File: src/rtl/ravenoc_pkg.sv
// rtl/ravenoc_pkg.sv - shared flit types, sizes and helpers for the ravenoc router
package ravenoc_pkg;

    localparam int FLIT_WIDTH     = 34;
    localparam int N_VC           = 2;
    localparam int MIN_SIZE_FLIT  = 1;
    localparam int X_W            = 2;
    localparam int Y_W            = 2;
    localparam int PKT_POS_WIDTH  = 8;
    localparam int MIN_DATA_WIDTH = FLIT_WIDTH - 2 - X_W - Y_W - PKT_POS_WIDTH;

    typedef enum logic [1:0] {
        HEAD_FLIT,
        BODY_FLIT,
        TAIL_FLIT
    } flit_type_t;

    typedef struct packed {
        flit_type_t                  type_f;
        logic [X_W-1:0]              x_dest;
        logic [Y_W-1:0]              y_dest;
        logic [PKT_POS_WIDTH-1:0]    pkt_size;
        logic [MIN_DATA_WIDTH-1:0]   data;
    } s_flit_head_data_t;

    typedef enum logic [1:0] {
        ST_IDLE,
        ST_PEND,
        ST_LOCKED
    } arb_state_t;

    function automatic logic is_single_flit(input logic [FLIT_WIDTH-1:0] flit);
        s_flit_head_data_t head;
        head = s_flit_head_data_t'(flit);
        return (head.type_f == HEAD_FLIT) &&
               (head.pkt_size == PKT_POS_WIDTH'(MIN_SIZE_FLIT));
    endfunction

endpackage

File: src/rtl/ravenoc_rr_arb.sv
// rtl/ravenoc_rr_arb.sv - combinational round-robin picker, first request at or after ptr
module ravenoc_rr_arb #(
    parameter int  N_IN  = 5,
    localparam int PTR_W = (N_IN > 1) ? $clog2(N_IN) : 1
) (
    input  logic [N_IN-1:0]  req_i,
    input  logic [PTR_W-1:0] ptr_i,
    output logic [N_IN-1:0]  grant_o,
    output logic [PTR_W-1:0] idx_o,
    output logic             any_o
);

    always_comb begin
        int pos;
        logic [PTR_W-1:0] pos_idx;
        grant_o = '0;
        idx_o   = '0;
        any_o   = 1'b0;
        pos     = 0;
        pos_idx = '0;
        // Walk upward from ptr with wrap; ptr is always kept below N_IN.
        for (int k = 0; k < N_IN; k++) begin
            pos = int'(ptr_i) + k;
            if (pos >= N_IN) begin
                pos = pos - N_IN;
            end
            pos_idx = PTR_W'(pos);
            if (!any_o && req_i[pos_idx]) begin
                any_o            = 1'b1;
                grant_o[pos_idx] = 1'b1;
                idx_o            = pos_idx;
            end
        end
    end

endmodule

File: src/rtl/ravenoc_out_arb.sv
// rtl/ravenoc_out_arb.sv - wormhole output-port arbiter, round-robin on heads, locked until tail
module ravenoc_out_arb #(
    parameter int  N_IN       = 5,
    parameter int  FLIT_WIDTH = 34,
    parameter int  N_VC       = 2,
    localparam int VC_W       = (N_VC > 1) ? $clog2(N_VC) : 1,
    localparam int PTR_W      = (N_IN > 1) ? $clog2(N_IN) : 1
) (
    input  logic                            clk,
    input  logic                            arst,
    input  logic [N_IN-1:0]                 in_valid_i,
    input  logic [N_IN-1:0][FLIT_WIDTH-1:0] in_flit_i,
    input  logic [N_IN-1:0][VC_W-1:0]       in_vc_i,
    output logic [N_IN-1:0]                 in_ready_o,
    output logic                            out_valid_o,
    output logic [FLIT_WIDTH-1:0]           out_flit_o,
    output logic [VC_W-1:0]                 out_vc_o,
    input  logic                            out_ready_i,
    output logic [N_IN-1:0]                 grant_o,
    output logic                            lock_o,
    output logic                            err_o
);
    import ravenoc_pkg::*;

    arb_state_t             state_q, state_d;
    logic [PTR_W-1:0]       rr_ptr_q, rr_ptr_d;
    logic [PTR_W-1:0]       own_idx_q, own_idx_d;
    logic                   err_q, err_d;

    logic [N_IN-1:0]        head_req;
    logic [N_IN-1:0]        arb_grant;
    logic [PTR_W-1:0]       arb_idx;
    logic                   arb_any;

    logic [N_IN-1:0]        own_onehot;
    logic [N_IN-1:0]        grant_int;
    logic [PTR_W-1:0]       sel_idx;
    logic                   sel_valid;
    logic                   ready_gate;
    logic                   owner_head;
    logic [FLIT_WIDTH-1:0]  sel_flit;
    logic [1:0]             sel_type;
    logic                   sel_single;
    logic                   transfer;

    function automatic logic [PTR_W-1:0] ptr_inc(input logic [PTR_W-1:0] p);
        return (p == PTR_W'(N_IN - 1)) ? '0 : p + 1'b1;
    endfunction

    for (genvar g = 0; g < N_IN; g++) begin : g_head_req
        assign head_req[g] = in_valid_i[g] &&
                             (in_flit_i[g][FLIT_WIDTH-1 -: 2] == HEAD_FLIT);
    end

    ravenoc_rr_arb #(
        .N_IN (N_IN)
    ) u_rr_arb (
        .req_i   (head_req),
        .ptr_i   (rr_ptr_q),
        .grant_o (arb_grant),
        .idx_o   (arb_idx),
        .any_o   (arb_any)
    );

    assign own_onehot = N_IN'(1) << own_idx_q;
    assign owner_head = in_valid_i[own_idx_q] &&
                        (in_flit_i[own_idx_q][FLIT_WIDTH-1 -: 2] == HEAD_FLIT);
    assign sel_flit   = in_flit_i[sel_idx];
    assign sel_type   = sel_flit[FLIT_WIDTH-1 -: 2];
    assign sel_single = is_single_flit(sel_flit);
    assign transfer   = sel_valid && out_ready_i;

    always_ff @(posedge clk or posedge arst) begin
        if (arst) begin
            state_q   <= ST_IDLE;
            rr_ptr_q  <= '0;
            own_idx_q <= '0;
            err_q     <= 1'b0;
        end else begin
            state_q   <= state_d;
            rr_ptr_q  <= rr_ptr_d;
            own_idx_q <= own_idx_d;
            err_q     <= err_d;
        end
    end

    always_comb begin
        state_d   = state_q;
        rr_ptr_d  = rr_ptr_q;
        own_idx_d = own_idx_q;
        err_d     = 1'b0;
        case (state_q)
            ST_IDLE: begin
                if (arb_any) begin
                    own_idx_d = arb_idx;
                    if (!out_ready_i) begin
                        state_d = ST_PEND;
                    end else if (sel_single) begin
                        rr_ptr_d = ptr_inc(arb_idx);
                    end else begin
                        state_d = ST_LOCKED;
                    end
                end
            end
            ST_PEND: begin
                if (transfer) begin
                    if (sel_single) begin
                        state_d  = ST_IDLE;
                        rr_ptr_d = ptr_inc(own_idx_q);
                    end else begin
                        state_d = ST_LOCKED;
                    end
                end
            end
            ST_LOCKED: begin
                // A fresh head from the owner mid-packet is refused and flagged.
                err_d = owner_head;
                if (transfer && (sel_type == TAIL_FLIT)) begin
                    state_d  = ST_IDLE;
                    rr_ptr_d = ptr_inc(own_idx_q);
                end
            end
            default: state_d = ST_IDLE;
        endcase
    end

    always_comb begin
        sel_idx    = own_idx_q;
        grant_int  = '0;
        sel_valid  = 1'b0;
        ready_gate = 1'b1;
        case (state_q)
            ST_IDLE: begin
                sel_idx   = arb_idx;
                grant_int = arb_grant;
                sel_valid = arb_any;
            end
            ST_PEND: begin
                grant_int = own_onehot;
                sel_valid = in_valid_i[own_idx_q];
            end
            ST_LOCKED: begin
                grant_int  = own_onehot;
                sel_valid  = in_valid_i[own_idx_q] && !owner_head;
                ready_gate = !owner_head;
            end
            default: ;
        endcase
    end

    assign grant_o     = arst ? '0 : grant_int;
    assign in_ready_o  = (arst || !out_ready_i || !ready_gate) ? '0 : grant_int;
    assign out_valid_o = !arst && sel_valid;
    assign out_flit_o  = (arst || (grant_int == '0)) ? '0 : sel_flit;
    assign out_vc_o    = (arst || (grant_int == '0)) ? '0 : in_vc_i[sel_idx];
    assign lock_o      = !arst && (state_q == ST_LOCKED);
    assign err_o       = !arst && err_q;

endmodule
File: config.mk
export PLATFORM = sky130hd
export DESIGN_NAME = ravenoc_out_arb
export DESIGN_NICKNAME = d
export VERILOG_FILES = /design/src/rtl/ravenoc_pkg.sv /design/src/rtl/ravenoc_rr_arb.sv /design/src/rtl/ravenoc_out_arb.sv
export SDC_FILE = /design/constraint.sdc
export NUM_CORES = 1
export LEC_CHECK = 0
export CORE_ASPECT_RATIO = 0.5
export CORE_MARGIN = 4
export CORE_UTILIZATION = 40
export DETAILED_ROUTE_END_ITERATION = 12
export PLACE_DENSITY = 0.88
export SLEW_MARGIN = 15
export SYNTH_ARGS = -nofsm -noshare
export SYNTH_HDL_FRONTEND = slang
export SYNTH_SLANG_ARGS = --single-unit
export TNS_END_PERCENT = 5
File: constraint.sdc
create_clock -name clk -period 7.2 [get_ports clk]
set_input_delay 1.08 -clock clk [delete_from_list [all_inputs] [get_ports clk]]
set_output_delay 1.08 -clock clk [all_outputs]
set_load 0.005 [all_outputs]
Word level (Yosys, flattened, before mapping)
Cells that the tools add are included.
Operators by class
  equal/unequal tests: 13
  magnitude comparators: 17
  bitwise operators: 4
  shift operators: 1
  add/subtract/negate cells: 11
  multiplexer cells: 73
  reduce and logical (&&, ||, !) cells: 47
Operators by type and width (number)
  $bmux 34 s3: 2
  $mux 34: 3
  $mux 3: 19
  $mux 5: 7
  $lt 3x4->1 const B: 7
  $logic_and 1x1->1: 22
  $bmux 1 s3: 7
  $mux 1: 20
  $or 5x5->5: 4
  $ge 4x3->1 const B: 4
  $logic_not 2->1: 8
  $demux 1 s3: 5
  $ge 3x1->1 const B: 5
  $sub 3x3->3 const B: 5
  $mux 2: 6
  $ne 2x2->1 const B: 6
  $pmux 5 s2: 1
  $pmux 3 s3: 1
  $add 3x2->4 const B: 2
  $eq 8x1->1 const B: 1
  $logic_not 1->1: 8
  $reduce_and 7->1: 1
  $add 3x1->3 const B: 2
  $eq 3x3->1 const B: 2
  15 further kinds: 18
Word-level totals
  register bits: 9
  input bits: 183

Logic depth before layout (Yosys ltp)
  depth in word-level cells: 26
  mapped depth: 21
  depth with buffers taken out: 18

Cells and area by module
A second synthesis with hierarchy kept.
Unflattened totals
  cell total of the unflattened synthesis: 552
  area, all modules: 4194.0 sq um
Modules (own cells, without submodules)
  ravenoc_out_arb: cells each 352, area an instance 2793.9 sq um, instances 1, seq. area each 225.2 sq um
  ravenoc_rr_arb: cells each 200, area an instance 1400.1 sq um, instances 1, seq. area each 0.0 sq um

Worst setup path after synthesis
OpenSTA, ideal clock, no wires.
  path kind: register -> output
  start: register rr_ptr_q[0]
  end: output port out_flit_o[10]
  required time: 6120 ps
  setup slack: 1480 ps
  arrival: 4640 ps
  stages on the path, launching flop included: 20
  buffers on the path: 5
  cells stage by stage: dfrtp_1 -> buf_2 -> buf_2 -> inv_1 -> ha_1 -> inv_1 -> fa_1 -> clkbuf_1 -> or3b_2 -> a21oi_1 -> nor3_1 -> o2bb2ai_1 -> a221oi_4 -> nand3_2 -> nand3_4 -> buf_2 -> buf_2 -> mux4_2 -> a22oi_1 -> nor2_1
Between the ends
  longest elaborated chain between the ends: 21
  elaborated cells between the ends (all ways): 87
Ends and longest elaborated chain
  from (decl): line ravenoc_out_arb.sv:26  | logic [PTR_W-1:0] rr_ptr_q, rr_ptr_d;
  from (signal assigned): line ravenoc_out_arb.sv:81  | rr_ptr_q <= rr_ptr_d;
  parallel branches: the longest is 20 deep, another holds $add 3x1->4
  $mux 34 *: line ravenoc_out_arb.sv:154  | assign out_flit_o = (arst || (grant_int == '0)) ? '0 : sel_flit;
  to (decl): line ravenoc_out_arb.sv:16  | output logic [FLIT_WIDTH-1:0] out_flit_o,
Every way passes the cells marked *. The select of a mux whose other input is x is not followed.

Worst setup path after layout
  start: register rr_ptr_q[1]
  end: output port out_flit_o[32]
Same word-level chain as after synthesis.

==> flow_metrics.env <==
export IMPL_hpwl_mm=14.8
export IMPL_fin_ws_ns=0.425
export IMPL_coreArea_sq_um=9670
export IMPL_grt_usage_pct=27.9
export IMPL_critPathRequiredTime_ns=6.12
export IMPL_drc_errors=0
export IMPL_synthArstFlopShare_pct=100
export IMPL_fmax_mhz=148
export IMPL_finalClockSkew_ns=0.00228
export IMPL_cts_num_sinks=9
export IMPL_worst_pin_slew_ns=0.793
export IMPL_fin_crit_sh_pct=94.1
export IMPL_worstSetupPathType="reg2out"
export IMPL_hp_start="state_q[0]$_DFFE_PP0P_"
export IMPL_start_util_pct=42.1
export IMPL_syn_inst=519
export IMPL_overflow=0
export IMPL_first_global_vias=5082
export IMPL_drtIter0Drc=537
export IMPL_yosysMostFrequentCell="nor2_1"
export IMPL_vias=5238
export IMPL_yosys_warnings=0
export IMPL_placed_area_sq_um=6510
export IMPL_whs_endpoint="state_q[0]$_DFFE_PP0P_"
export IMPL_max_clock_path_buffers=2
export IMPL_clock_latency_ns=0.24
export IMPL_final_cell_area_sq_um=6590
export IMPL_start_kind="flip-flop"
export IMPL_drive_above_1_share_pct=11.5
export IMPL_endpoint_kind="output pin"
export IMPL_cpMaxStageDelayCell="dfrtp_1"
export IMPL_fp_dieArea_sq_um=11900
export IMPL_multi_input_area_sq_um=3620
export IMPL_maxCapViolations=0
export IMPL_rrSetupSlack_ns=1.07
export IMPL_hold_violations=0
export IMPL_chipWidth_um=151
export IMPL_synthFlopType="dfrtp_1"
export IMPL_rsz0062_at_grt="false"
export IMPL_cts_max_level=1
export IMPL_holdWs_ns=0.607
export IMPL_viasPerCell=6.04
export IMPL_synth_common_cells="nor2_1 (83), nand2_1 (37), a22oi_1 (30), mux4_2 (30), mux2i_1 (26)"
export IMPL_synth_top_cells_by_area="mux4_2 (17%), nor2_1 (7.7%), mux2i_1 (6.4%), ha_1 (5.8%), a22oi_1 (5.5%)"
export IMPL_fin_crit_ns=6.78
export IMPL_vdd_ir_drop_max_uv=281
export IMPL_nFillCells=766
export IMPL_slew_limit_headroom_pct=47.2
export IMPL_hold_depth=2
export IMPL_ys_seq_area_share_pct=5.54
export IMPL_setup_viol_count_final=0
export IMPL_wl_per_cell_um=20.6
export IMPL_cellPowerDensity_nw_per_um2=649
export IMPL_cts_tree="done"
export IMPL_ios=231
export IMPL_place_gp_congestion=0.974
export IMPL_r2r_cells=16
export IMPL_syn_to_final_growth_pct=62.0
export IMPL_critPathBufInv=4
export IMPL_power_uw=4280
export IMPL_synth_seq_cells=9
export IMPL_synth_cell_types=90
export IMPL_io_buffers=230
export IMPL_reg2reg_to="rr_ptr_q[2]$_DFFE_PP0P_"
export IMPL_status="finished clean"
export IMPL_r2r_start="rr_ptr_q[1]$_DFFE_PP0P_"
export IMPL_cts_buffers=3
export IMPL_antenna_cells=0
export IMPL_post_cts_setup_buffers=0
export IMPL_synth_area_per_cell_sq_um=7.84
export IMPL_grt_pass1_wl_mm=26.7
export IMPL_pre_cts_ws_ns=0.814
export IMPL_grt_max_degree=35
export IMPL_drt_antenna_violating_nets=0
export IMPL_tns_ns=0
export IMPL_hold_class="reg2reg"
export IMPL_max_stage_delay_ns=0.53
export IMPL_routed_wl_mm=17.9
export IMPL_synth_edf_count=0
export IMPL_antenna_found_initial=0
export IMPL_syn_nets=722
export IMPL_synth_top_area_share_pct=16.6
export IMPL_path_max_fanout=34
export IMPL_seq_area_sq_um=225
export IMPL_path_delay_family="compound AO/OA/AOI/OAI gates"
export IMPL_synth_area_sq_um=4070
export IMPL_cpMostUsedCell="nand2_1"
export IMPL_worstPathArrival_ns=5.70
export IMPL_path_cells="inv_1 -> ha_1 -> clkinv_1 -> mux2i_1 -> mux4_2 -> a21bo_2 -> a221oi_4 -> nand2_1 -> o21ai_0 -> nand2_1 -> a21o_1 -> nand2_1 -> o21ai_2 -> buf_4 -> nor2_1 -> clkdlybuf4s50_1"
export IMPL_leakagePower_uw=0.00258
export IMPL_yosys_area_top_type="mux4_2"
export IMPL_postCtsHoldBufs=0
export IMPL_root_buffer="clkbuf_16"
export IMPL_path_clk_slew_ns=0.04
export IMPL_slew_viol_final=0
export IMPL_cts_resized=0
export IMPL_first_pass_iters=7
export IMPL_dieHeight_um=79.3
export IMPL_rows=25
export IMPL_layout_nets=936
## cells in the final DEF (no fill, tap or decap), types with 10 or more instances in the layout
master / synthesis / final
o21ai_0: 13 / 13
nand3_1: 10 / 10
buf_4: 2 / 15
mux2i_1: 26 / 26
a21oi_1: 22 / 22
mux4_2: 30 / 30
nand2b_1: 11 / 11
clkdlybuf4s50_1: 0 / 230
nor3_1: 10 / 10
inv_1: 21 / 21
a22oi_1: 30 / 30
nor2_1: 83 / 83
ha_1: 19 / 19
nand2_1: 37 / 37
## tightest hold or removal path: stages (launching register included)
cell	delay (ns)
dfrtp_1	0.37
inv_1	0.09
o32ai_1	0.10
## report_power, final
group	total [uW]	internal, uW	switching, uW
clock network	98.9	74.1	24.9
logic	4060	1910	2150
registers	115	74.5	40.3
## cell type report
cell class | count | share of cell area, %
clock buffer | 4 | 1.20
inverter | 23 | 1.31
multi-input combinational | 451 | 54.9
sequential | 9 | 3.42
tap | 135 | 2.56
timing repair buffer | 245 | 36.6
## cells by family (layout without fill, tap and decap cells)
| group | count (synthesis) | in the layout | synth area share [%] |
|---|---|---|---|
| and+or+nand+nor | 206 | 206 | 25.9 |
| AOI/OAI and AO/OA | 159 | 159 | 29.9 |
| muxes | 62 | 62 | 24.9 |
| buffers and inverters | 59 | 272 | 6.52 |
| adders and majority gates | 20 | 20 | 6.34 |
| DFF | 9 | 9 | 5.54 |
| xor gates and xnor gates | 4 | 4 | 0.861 |
## flip-flops by register name, indices dropped and copies added, names as in the netlist
signal     cells
rr_ptr_q       3
state_q        2
err_q          1
own_idx_q      3
## per-stage QoR
| step | util [%] | std cells |
|---|---|---|
| 5_1_grt | 68.2 | 867 |
| 2_1_floorplan | - | 519 |
| 3_3_place_gp | 67.4 | 863 |
| 6_report | 68.2 | 867 |
| 4_1_cts | 68.2 | 867 |
| 3_5_place_dp | 67.4 | 863 |
## routing by layer
metal,part of all wire (%),global-route usage [%],up-vias
met4,3.7,9.58,0
met5,0,0,-
li1,-,-,2439
met2,48,47.5,289
met3,9.6,5.42,61
met1,39,35.5,2449
## how the worst max path moves through the flow
stage	from	end	slack, ns	cells after the start
after floorplan	rr_ptr_q[0]$_DFFE_PP0P_	out_flit_o[10]	1.48	19
after global placement	rr_ptr_q[1]$_DFFE_PP0P_	out_flit_o[32]	0.93	16
after global routing	rr_ptr_q[1]$_DFFE_PP0P_	out_flit_o[32]	0.1	16
after CTS	rr_ptr_q[1]$_DFFE_PP0P_	out_flit_o[32]	0.55	16
after detailed placement	rr_ptr_q[1]$_DFFE_PP0P_	out_flit_o[32]	0.81	16
final	rr_ptr_q[1]$_DFFE_PP0P_	out_flit_o[32]	0.42	16
Power figures use the tool's default switching activity.
